### src/rtl/rename_pkg.sv
// Shared types and sizing for the two-wide rename stage and its free list.
package rename_pkg;
  localparam int ARCH_REGS = 32;
  localparam int PHY_REGS  = 64;
  localparam int FL_DEPTH  = PHY_REGS - ARCH_REGS;
  localparam int FL_IDX_W  = $clog2(FL_DEPTH);

  typedef logic [4:0]        areg_t;
  typedef logic [5:0]        preg_t;
  typedef logic [FL_IDX_W:0] flptr_t;

  typedef struct packed {
    areg_t rdst;
    areg_t src1;
    areg_t src2;
    preg_t phy;
    preg_t rsrc1;
    preg_t rsrc2;
    preg_t old_phy;
  } ds_slot_t;

  function automatic logic writes_reg(input areg_t r);
    return (r != 5'd0);
  endfunction
endpackage

### src/rtl/free_list.sv
// Circular list of free physical tags: two allocations at head, two releases at tail,
// and a retired head so a flush can rewind the speculative head in one cycle.
module free_list
  import rename_pkg::*;
(
  input  logic  clk,
  input  logic  rst,
  input  logic  i_alloc1,
  input  logic  i_alloc2,
  output preg_t o_tag0,
  output preg_t o_tag1,
  input  logic  i_free1,
  input  preg_t i_free1_tag,
  input  logic  i_free2,
  input  preg_t i_free2_tag,
  input  logic  i_flush,
  output logic  o_ge2
);
  preg_t  r_fl [FL_DEPTH];
  flptr_t r_head;
  flptr_t r_rhead;
  flptr_t r_tail;

  flptr_t     w_head1;
  flptr_t     w_tail1;
  flptr_t     w_count;
  flptr_t     w_rhead_nxt;
  logic [1:0] w_nalloc;
  logic [1:0] w_nfree;

  assign w_nalloc    = {1'b0, i_alloc1} + {1'b0, i_alloc2};
  assign w_nfree     = {1'b0, i_free1} + {1'b0, i_free2};
  assign w_head1     = r_head + flptr_t'(1'b1);
  assign w_tail1     = r_tail + flptr_t'(i_free1);
  assign w_rhead_nxt = r_rhead + flptr_t'(w_nfree);
  assign w_count     = r_tail - r_head;

  assign o_tag0 = r_fl[r_head[FL_IDX_W-1:0]];
  assign o_tag1 = r_fl[w_head1[FL_IDX_W-1:0]];
  // Allocation is gated on the count before this cycle's releases land.
  assign o_ge2  = (w_count >= flptr_t'(2'd2));

  // Pointer and storage update; flush rewinds head to the retired head including this cycle's commits.
  always_ff @(posedge clk) begin
    if (rst) begin
      for (int i = 0; i < FL_DEPTH; i++) begin
        r_fl[i] <= preg_t'(ARCH_REGS + i);
      end
      r_head  <= '0;
      r_rhead <= '0;
      r_tail  <= flptr_t'(FL_DEPTH);
    end else begin
      if (i_free1) begin
        r_fl[r_tail[FL_IDX_W-1:0]] <= i_free1_tag;
      end
      if (i_free2) begin
        r_fl[w_tail1[FL_IDX_W-1:0]] <= i_free2_tag;
      end
      r_tail  <= r_tail + flptr_t'(w_nfree);
      r_rhead <= w_rhead_nxt;
      r_head  <= i_flush ? w_rhead_nxt : (r_head + flptr_t'(w_nalloc));
    end
  end
endmodule

### src/rtl/rename_stage.sv
// Two-wide rename: speculative and retirement RATs, free-list allocation and the
// registered group handed to dispatch.
module rename_stage
  import rename_pkg::*;
(
  input  logic  clk,
  input  logic  rst,
  input  logic  ID_Valid,
  input  logic  ID_Inst2_Valid,
  output logic  ID_Ready,
  input  areg_t ID_Inst1_Rdst,
  input  areg_t ID_Inst1_Src1,
  input  areg_t ID_Inst1_Src2,
  input  areg_t ID_Inst2_Rdst,
  input  areg_t ID_Inst2_Src1,
  input  areg_t ID_Inst2_Src2,
  output logic  DS_Valid,
  output logic  DS_Inst2_Valid,
  input  logic  DS_Ready,
  output areg_t DS_Inst1_Rdst,
  output areg_t DS_Inst1_Src1,
  output areg_t DS_Inst1_Src2,
  output areg_t DS_Inst2_Rdst,
  output areg_t DS_Inst2_Src1,
  output areg_t DS_Inst2_Src2,
  output preg_t DS_Inst1_Phy,
  output preg_t DS_Inst1_RSrc1,
  output preg_t DS_Inst1_RSrc2,
  output preg_t DS_Inst1_OldPhy,
  output preg_t DS_Inst2_Phy,
  output preg_t DS_Inst2_RSrc1,
  output preg_t DS_Inst2_RSrc2,
  output preg_t DS_Inst2_OldPhy,
  input  logic  CM_Inst1_En,
  input  areg_t CM_Inst1_Rdst,
  input  preg_t CM_Inst1_Phy,
  input  preg_t CM_Inst1_OldPhy,
  input  logic  CM_Inst2_En,
  input  areg_t CM_Inst2_Rdst,
  input  preg_t CM_Inst2_Phy,
  input  preg_t CM_Inst2_OldPhy,
  input  logic  FL_Flush
);
  preg_t    r_srat [ARCH_REGS];
  preg_t    r_rrat [ARCH_REGS];
  preg_t    w_rrat_nxt [ARCH_REGS];
  ds_slot_t r_ds1;
  ds_slot_t r_ds2;
  logic     r_ds_valid;
  logic     r_ds2_valid;

  logic  w_ge2;
  logic  w_accept;
  logic  w_alloc1;
  logic  w_alloc2;
  logic  w_cm1;
  logic  w_cm2;
  preg_t w_tag0;
  preg_t w_tag1;
  preg_t w_phy1;
  preg_t w_phy2;
  preg_t w_old1;
  preg_t w_old2;

  assign ID_Ready = !FL_Flush && (!r_ds_valid || DS_Ready) && w_ge2;
  assign w_accept = ID_Valid && ID_Ready;
  assign w_alloc1 = w_accept && writes_reg(ID_Inst1_Rdst);
  assign w_alloc2 = w_accept && ID_Inst2_Valid && writes_reg(ID_Inst2_Rdst);
  assign w_cm1    = CM_Inst1_En && writes_reg(CM_Inst1_Rdst);
  assign w_cm2    = CM_Inst2_En && writes_reg(CM_Inst2_Rdst);

  assign w_phy1 = w_alloc1 ? w_tag0 : 6'd0;
  assign w_phy2 = w_alloc2 ? (w_alloc1 ? w_tag1 : w_tag0) : 6'd0;
  assign w_old1 = r_srat[ID_Inst1_Rdst];
  // A same-group WAW hands Inst1's fresh tag to Inst2 as the mapping to release later.
  assign w_old2 = (w_alloc1 && (ID_Inst2_Rdst == ID_Inst1_Rdst)) ? w_phy1 : r_srat[ID_Inst2_Rdst];

  free_list u_free_list (
    .clk         (clk),
    .rst         (rst),
    .i_alloc1    (w_alloc1),
    .i_alloc2    (w_alloc2),
    .o_tag0      (w_tag0),
    .o_tag1      (w_tag1),
    .i_free1     (w_cm1),
    .i_free1_tag (CM_Inst1_OldPhy),
    .i_free2     (w_cm2),
    .i_free2_tag (CM_Inst2_OldPhy),
    .i_flush     (FL_Flush),
    .o_ge2       (w_ge2)
  );

  // Retirement RAT as it will stand after this cycle's commits (port 2 wins on a shared Rdst).
  always_comb begin
    for (int i = 0; i < ARCH_REGS; i++) begin
      w_rrat_nxt[i] = (w_cm2 && (CM_Inst2_Rdst == areg_t'(i))) ? CM_Inst2_Phy :
                      (w_cm1 && (CM_Inst1_Rdst == areg_t'(i))) ? CM_Inst1_Phy : r_rrat[i];
    end
  end

  // Retirement RAT register.
  always_ff @(posedge clk) begin
    if (rst) begin
      for (int i = 0; i < ARCH_REGS; i++) begin
        r_rrat[i] <= preg_t'(i);
      end
    end else begin
      for (int i = 0; i < ARCH_REGS; i++) begin
        r_rrat[i] <= w_rrat_nxt[i];
      end
    end
  end

  // Speculative RAT: restored from retirement state on flush, else Inst1 then Inst2 writes.
  always_ff @(posedge clk) begin
    if (rst) begin
      for (int i = 0; i < ARCH_REGS; i++) begin
        r_srat[i] <= preg_t'(i);
      end
    end else if (FL_Flush) begin
      for (int i = 0; i < ARCH_REGS; i++) begin
        r_srat[i] <= w_rrat_nxt[i];
      end
    end else begin
      if (w_alloc1) begin
        r_srat[ID_Inst1_Rdst] <= w_phy1;
      end
      if (w_alloc2) begin
        r_srat[ID_Inst2_Rdst] <= w_phy2;
      end
    end
  end

  // Dispatch-facing output register.
  always_ff @(posedge clk) begin
    if (rst) begin
      r_ds_valid  <= 1'b0;
      r_ds2_valid <= 1'b0;
      r_ds1       <= '0;
      r_ds2       <= '0;
    end else if (FL_Flush) begin
      r_ds_valid  <= 1'b0;
      r_ds2_valid <= 1'b0;
    end else if (w_accept) begin
      r_ds_valid  <= 1'b1;
      r_ds2_valid <= ID_Inst2_Valid;
      r_ds1 <= '{rdst: ID_Inst1_Rdst, src1: ID_Inst1_Src1, src2: ID_Inst1_Src2, phy: w_phy1,
                 rsrc1: r_srat[ID_Inst1_Src1], rsrc2: r_srat[ID_Inst1_Src2], old_phy: w_old1};
      r_ds2 <= '{rdst: ID_Inst2_Rdst, src1: ID_Inst2_Src1, src2: ID_Inst2_Src2, phy: w_phy2,
                 rsrc1: r_srat[ID_Inst2_Src1], rsrc2: r_srat[ID_Inst2_Src2], old_phy: w_old2};
    end else if (DS_Ready) begin
      r_ds_valid  <= 1'b0;
      r_ds2_valid <= 1'b0;
    end
  end

  assign DS_Valid        = r_ds_valid;
  assign DS_Inst2_Valid  = r_ds2_valid;
  assign DS_Inst1_Rdst   = r_ds1.rdst;
  assign DS_Inst1_Src1   = r_ds1.src1;
  assign DS_Inst1_Src2   = r_ds1.src2;
  assign DS_Inst1_Phy    = r_ds1.phy;
  assign DS_Inst1_RSrc1  = r_ds1.rsrc1;
  assign DS_Inst1_RSrc2  = r_ds1.rsrc2;
  assign DS_Inst1_OldPhy = r_ds1.old_phy;
  assign DS_Inst2_Rdst   = r_ds2.rdst;
  assign DS_Inst2_Src1   = r_ds2.src1;
  assign DS_Inst2_Src2   = r_ds2.src2;
  assign DS_Inst2_Phy    = r_ds2.phy;
  assign DS_Inst2_RSrc1  = r_ds2.rsrc1;
  assign DS_Inst2_RSrc2  = r_ds2.rsrc2;
  assign DS_Inst2_OldPhy = r_ds2.old_phy;
endmodule

### config.mk
export PLATFORM = sky130hd
export DESIGN_NAME = rename_stage
export DESIGN_NICKNAME = d
export VERILOG_FILES = /design/src/rtl/rename_pkg.sv /design/src/rtl/free_list.sv /design/src/rtl/rename_stage.sv
export SDC_FILE = /design/constraint.sdc
export NUM_CORES = 2
export LEC_CHECK = 0
export CELL_PAD_IN_SITES_DETAIL_PLACEMENT = 1
export CELL_PAD_IN_SITES_GLOBAL_PLACEMENT = 1
export CORE_ASPECT_RATIO = 0.9
export CORE_MARGIN = 4
export CORE_UTILIZATION = 25
export CTS_CLUSTER_SIZE = 24
export DETAILED_ROUTE_END_ITERATION = 10
export PLACE_DENSITY = 0.57
export SYNTH_ARGS = -nofsm -noshare
export SYNTH_HDL_FRONTEND = slang
export SYNTH_HIERARCHICAL = 1
export SYNTH_SLANG_ARGS = --single-unit
### constraint.sdc
create_clock -name clk -period 8.4 [get_ports clk]
set_input_delay 1.68 -clock clk [delete_from_list [all_inputs] [get_ports clk]]
set_output_delay 1.68 -clock clk [all_outputs]
set_load 0.01 [all_outputs]
* Word-level counts from Yosys, hierarchy flattened
Memory sizes are Yosys's and may differ from the RTL's. A register that Yosys moved wholly into a read port is not among the register bits. Cells that the tools add are included.
Word-level totals: output and inout bits 81, memories 3, input port bits 72, flip-flop bits (word level) 62, memory bits (writable) 576, word-level logic and storage cells 408
Cells by class: bitwise gates (word level) 65, order comparisons 1, reductions and logical operators 88, mux-type cells 168, eq/ne operators 62, add/subtract/negate cells 8
Memories:
- r_rrat | depth 32, width 6, rd ports 32, clocked after Yosys merged registers in 0, wr ports 32, line rename_stage.sv:45 | preg_t r_rrat [ARCH_REGS];
- r_srat | depth 32, width 6, rd ports 6, clocked after Yosys merged registers in 6, wr ports 32, line rename_stage.sv:44 | preg_t r_srat [ARCH_REGS];
- u_free_list.r_fl | depth 32, width 6, rd ports 2, clocked after Yosys merged registers in 1, wr ports 32, line free_list.sv:19 | preg_t r_fl [FL_DEPTH];
Operator list (count):
- $mux 6 | 136
- $eq 5x5->1 const B | 32
- $eq 5x4->1 const B | 16
- $logic_and 1x1->1 | 72
- $or 1x1->1 | 64
- $eq 5x3->1 const B | 8
- $mux 1 | 27
- $mux 5 | 5
- $reduce_or 6->1 | 4
- $eq 5x2->1 const B | 4
- $reduce_bool 5->1 | 4
- $add 6x2->6 | 3
- $eq 5x1->1 const B | 2
- $logic_not 5->1 | 2
- $ge 6x2->1 const B | 1
- $sub 6x6->6 | 1
- $add 5x1->5 | 1
- $add 5x1->5 const B | 1
- $add 1x1->2 | 2
- $logic_not 1->1 | 2
- $reduce_and 2->1 | 1
- $reduce_bool 2->1 | 1
- $reduce_or 2->1 | 1
- $logic_or 1x1->1 | 1
- $not 1->1 | 1

* Longest topological paths before layout
depth after elaboration 13, mapped depth 20, depth with buffers taken out 19

* Hierarchy
Netlist, hierarchy kept.
Modules (own cells, without submodules):
- rename_stage | times used 1, area an instance 32891.5 µm², sequential area each 11210.8 µm², cells each 3266
- free_list | times used 1, area an instance 13954.6 µm², sequential area each 6125.9 µm², cells each 1290

* Worst setup path after synthesis
No wires, ideal clock.
kind input port to flip-flop, start input port CM_Inst1_Rdst[3], end memory u_free_list/r_fl[4][0] in the netlist's numbering, enable pin, arrival time 4585 ps, setup time 318 ps, data required time 8082 ps, buffers on the path 4, path slack 3497 ps, stages on the path 11, cells stage by stage clkbuf_2 or2_2 clkbuf_1 o41a_1 ha_1 ha_1 or4b_1 buf_2 or3_4 buf_6 nand2_1
RTL lines:
- start, declared | line rename_stage.sv:35 | input areg_t CM_Inst1_Rdst,
- end, declared | line free_list.sv:19

==> metrics.csv <==
stage;metric;value;unit
outcome;run_status;finished, final reports clean;
yosys;yosys_warnings;6;
grt;global_route.overflow_total;0;
grt;grt_start_max_net_pins;77;
routing;number_of_antenna_violating_nets_in_the_routed_design;0;
critical_path;critical_path.max_fanout;18;
yosys;synth_sequential_area_ratio;37.0;%
finish;multiInputGateArea;27100;µm²
critical_path;worst_setup_path_end_kind;flop;
yosys;synth_top_area_share;24.6;%
finish;layout.area.seq;17300;µm²
cts;root_cell_of_the_clock_tree;sky130_fd_sc_hd__clkbuf_16;
yosys;synth_area_leaders;sky130_fd_sc_hd__edfxtp_1, sky130_fd_sc_hd__mux4_2, sky130_fd_sc_hd__dfxtp_1, sky130_fd_sc_hd__mux2i_1, sky130_fd_sc_hd__nor3_1;
timing;fmax;170;MHz
finish;final_layout_size_suffix_gt1_share;16.2;%
timing;final_max_slew_viol_count;0;
routing;routed_wirelength;236000;µm
finish;layout_common_cells;sky130_fd_sc_hd__edfxtp_1, sky130_fd_sc_hd__mux2i_1, sky130_fd_sc_hd__mux4_2;
power;switching_share;32.2;%
die;floorplan.die_area;194000;µm²
timing;worst_slew_pin_slew;1.26;ns
critical_path;critPathRequiredTime;8.81;ns
yosys;synth_enable_flop_cells;384;
critical_path;reg2reg_slack;2.66;ns
power;power_leakage;16.4;nW
timing;period_needed;5.90;ns
timing;fin_ws;2.50;ns
die;floorplan.initialDensity;25.2;%
critical_path;critical_path.startpoint;CM_Inst1_Rdst[2];
timing;unrepaired_setup_endpoints_after_global_routing;no;
finish;fin_nets;4496;
die;die_width;464;µm
yosys;asyncSetResetFlopFracSynth;0;%
yosys;synth.ff_latch_count;674;
routing;dr_total_vias;43499;
grt;gr-usage-all-layers;23.2;%
yosys;syn_area;46800;µm²
cts;clk-insertion-delay-late;0.75;ns
die;floorplan.io_pins;153;
yosys;syn_nets;4646;
cts;cts-buffers-inserted;85;
power;intPower;6.34;mW
cts;cts-resized-gates;0;
die;core-area;186000;µm²
critical_path;timing.critical_path.to;u_free_list/r_fl[21][4];
power;clk_pwr_share;40.5;%
critical_path;timing_worst_setup_path_type;input pin to flop;
critical_path;reg2regPathDepth;11;
run;cap_violations;0;
routing;routed_wire_length_per_instance;33.7;µm
grt;grt_pass1_wl;330000;µm
grt;grt_pass1_vias;42449;
place;placed_area;50000;µm²
cts;cts.path.max_buffers;3;
routing;detail_route.drc_violations;0;
timing;report.final.setup_viol;0;
power;share_comb_of_total_power;18.9;%
place;place.gp.congestion;0.958;
routing;detail_route.vias_per_cell;6.22;
timing;clock-skew-final;0.0793;ns
power;p_per_area;177;nW/µm²
die;vertical_die_dimension;419;µm
critical_path;startpoint_type;input pin;
power;vdd_drop_max;0.000148;V
cts;cts.htree.levels;3;
die;std_cell_rows;150;
cts;post_cts_hold_buffer_count;0;
cts;cts.repair_timing.setup_buffer_count;0;
place;io_buffer_count;152;
finish;syn_to_final_growth;12.8;%
critical_path;reg2reg_to;r_srat[7][3];
routing;firstDrtPassIters;5;
timing;tns;0;ns
place;worst_setup_slack_after_placement;1.88;ns
timing;finalHoldViolCount;0;
power;total_power;9.36;mW
yosys;synth_flop_cell;sky130_fd_sc_hd__edfxtp_1;
cts;cts_tree;done;
cts;cts_sinks;674;
finish;final_area;52800;µm²
grt;initial_antenna_violation_count;23;
min_path;min-delay-path-class;flop to flop;
timing;finalCritPeriodShare;70.2;%
place;hpwl;164000;µm
timing;relSlewSlack;14.9;%
finish;fillCellCount;20915;
yosys;synth_cells;4556;
yosys;synth.avg_cell_area;10.3;µm²
yosys;synth.lib_cells_used.distinct;99;
finish;layout_commonest_cell;sky130_fd_sc_hd__edfxtp_1;
cts;cts.clk_slew.worst_paths;0.06;ns
yosys;yosys.area.top_type;sky130_fd_sc_hd__edfxtp_1;
routing;dr_iter_0_viols;5621;
power;power_frac_seq;40.6;%
critical_path;cp.arrival;6.31;ns
critical_path;launch_instance_of_the_worst_register_to_register_path;u_free_list/r_head[1];
power;power.net_switching;3.01;mW
==> power by group through the flow <==
| stage | Clock (mW) | Sequential [mW] | Combinational (mW) |
|---|---|---|---|
| finish | 3.79 | 3.79 | 1.77 |
| global route | 3.97 | 3.79 | 1.83 |
| CTS | 3.83 | 3.78 | 1.73 |
| detailed placement | 0 | 3.85 | 1.73 |
| global placement | 0 | 3.85 | 1.71 |
| floorplan | 0 | 3.75 | 1.08 |
==> synth_stat cells, drive strengths merged (73+ instances only) <==
cell type / instances
a311oi: 98
nor3: 255
buf: 239
nand2: 306
a22oi: 83
a31oi: 101
dfxtp: 290
clkbuf: 264
nor2: 265
nand3: 236
mux2i: 381
o22ai: 84
a211oi: 73
nand2b: 97
edfxtp: 384
a21oi: 174
mux4: 331
o21ai: 235
==> layout make-up <==
cell class	count	area share, %
sequential	674	32.8
tap	2508	5.94
clock inverter	37	0.767
clock buffer	120	4.52
antenna	12	0.0568
multi-input combinational	3338	51.3
inverter	41	0.291
timing repair buffer	266	4.32
==> layer usage <==
layer	global-route usage, %	share of wire [%]	vias up
li1	-	-	17689
met1	30.0	39	22496
met2	36.6	45	2745
met3	5.59	10	563
met4	10.7	5.4	6
met5	0	0.017	-
==> cell families after synthesis <==
group	Yosys count	synth area share, %
adders and majority gates	18	0.545
DFF	674	37.0
xor gates and xnor gates	19	0.371
buffers and inverters	544	5.37
AOI/OAI and AO/OA	1090	15.9
and+or+nand+nor	1475	16.2
muxes	736	24.6
==> worst max-delay path, cell delays in order <==
cell,delay [ns]
sky130_fd_sc_hd__clkdlybuf4s50_1,0.66
sky130_fd_sc_hd__or2_2,0.56
sky130_fd_sc_hd__o41a_1,0.64
sky130_fd_sc_hd__ha_1,0.41
sky130_fd_sc_hd__ha_1,0.40
sky130_fd_sc_hd__nor4bb_1,0.68
sky130_fd_sc_hd__nand2_1,0.21
sky130_fd_sc_hd__nor2_1,0.69
sky130_fd_sc_hd__or3_1,0.37
==> through the flow <==
step / util [%] / hold slack [ns] / cells
after floorplan: - / 0.441 / 4556
after global placement: 26.9 / 0.443 / 6826
after detailed placement: 26.9 / 0.452 / 6827
after CTS: 28.4 / 0.460 / 6984
after global routing: 28.4 / 0.473 / 6992
final: 28.4 / 0.456 / 6996
==> state kept, by name, summed over array words and instances (netlist names) <==
name,count
DS_Inst1_OldPhy,6
DS_Inst1_Phy,6
DS_Inst1_RSrc1,6
DS_Inst1_RSrc2,6
DS_Inst1_Rdst,5
DS_Inst1_Src1,5
DS_Inst1_Src2,5
DS_Inst2_OldPhy,6
DS_Inst2_Phy,6
DS_Inst2_RSrc1,6
DS_Inst2_RSrc2,6
DS_Inst2_Rdst,5
DS_Inst2_Src1,5
DS_Inst2_Src2,5
DS_Inst2_Valid,1
DS_Valid,1
r_rrat,192
r_srat,192
u_free_list/r_fl,192
u_free_list/r_head,6
u_free_list/r_rhead,6
u_free_list/r_tail,6
==> worst min path at each step <==
stage / start / endpoint / cells after the start
after floorplan: r_rrat[0][0] / r_rrat[0][0] / 1
after global placement: DS_Inst1_Src1[1] / DS_Inst1_Src1[1] / 2
after detailed placement: DS_Inst1_Src2[2] / DS_Inst1_Src2[2] / 2
after CTS: DS_Inst2_Phy[5] / DS_Inst2_Phy[5] / 2
after global routing: DS_Inst1_Phy[5] / DS_Inst1_Phy[5] / 2
final: DS_Inst2_Phy[5] / DS_Inst2_Phy[5] / 2
(Power assumes the default switching activity.)
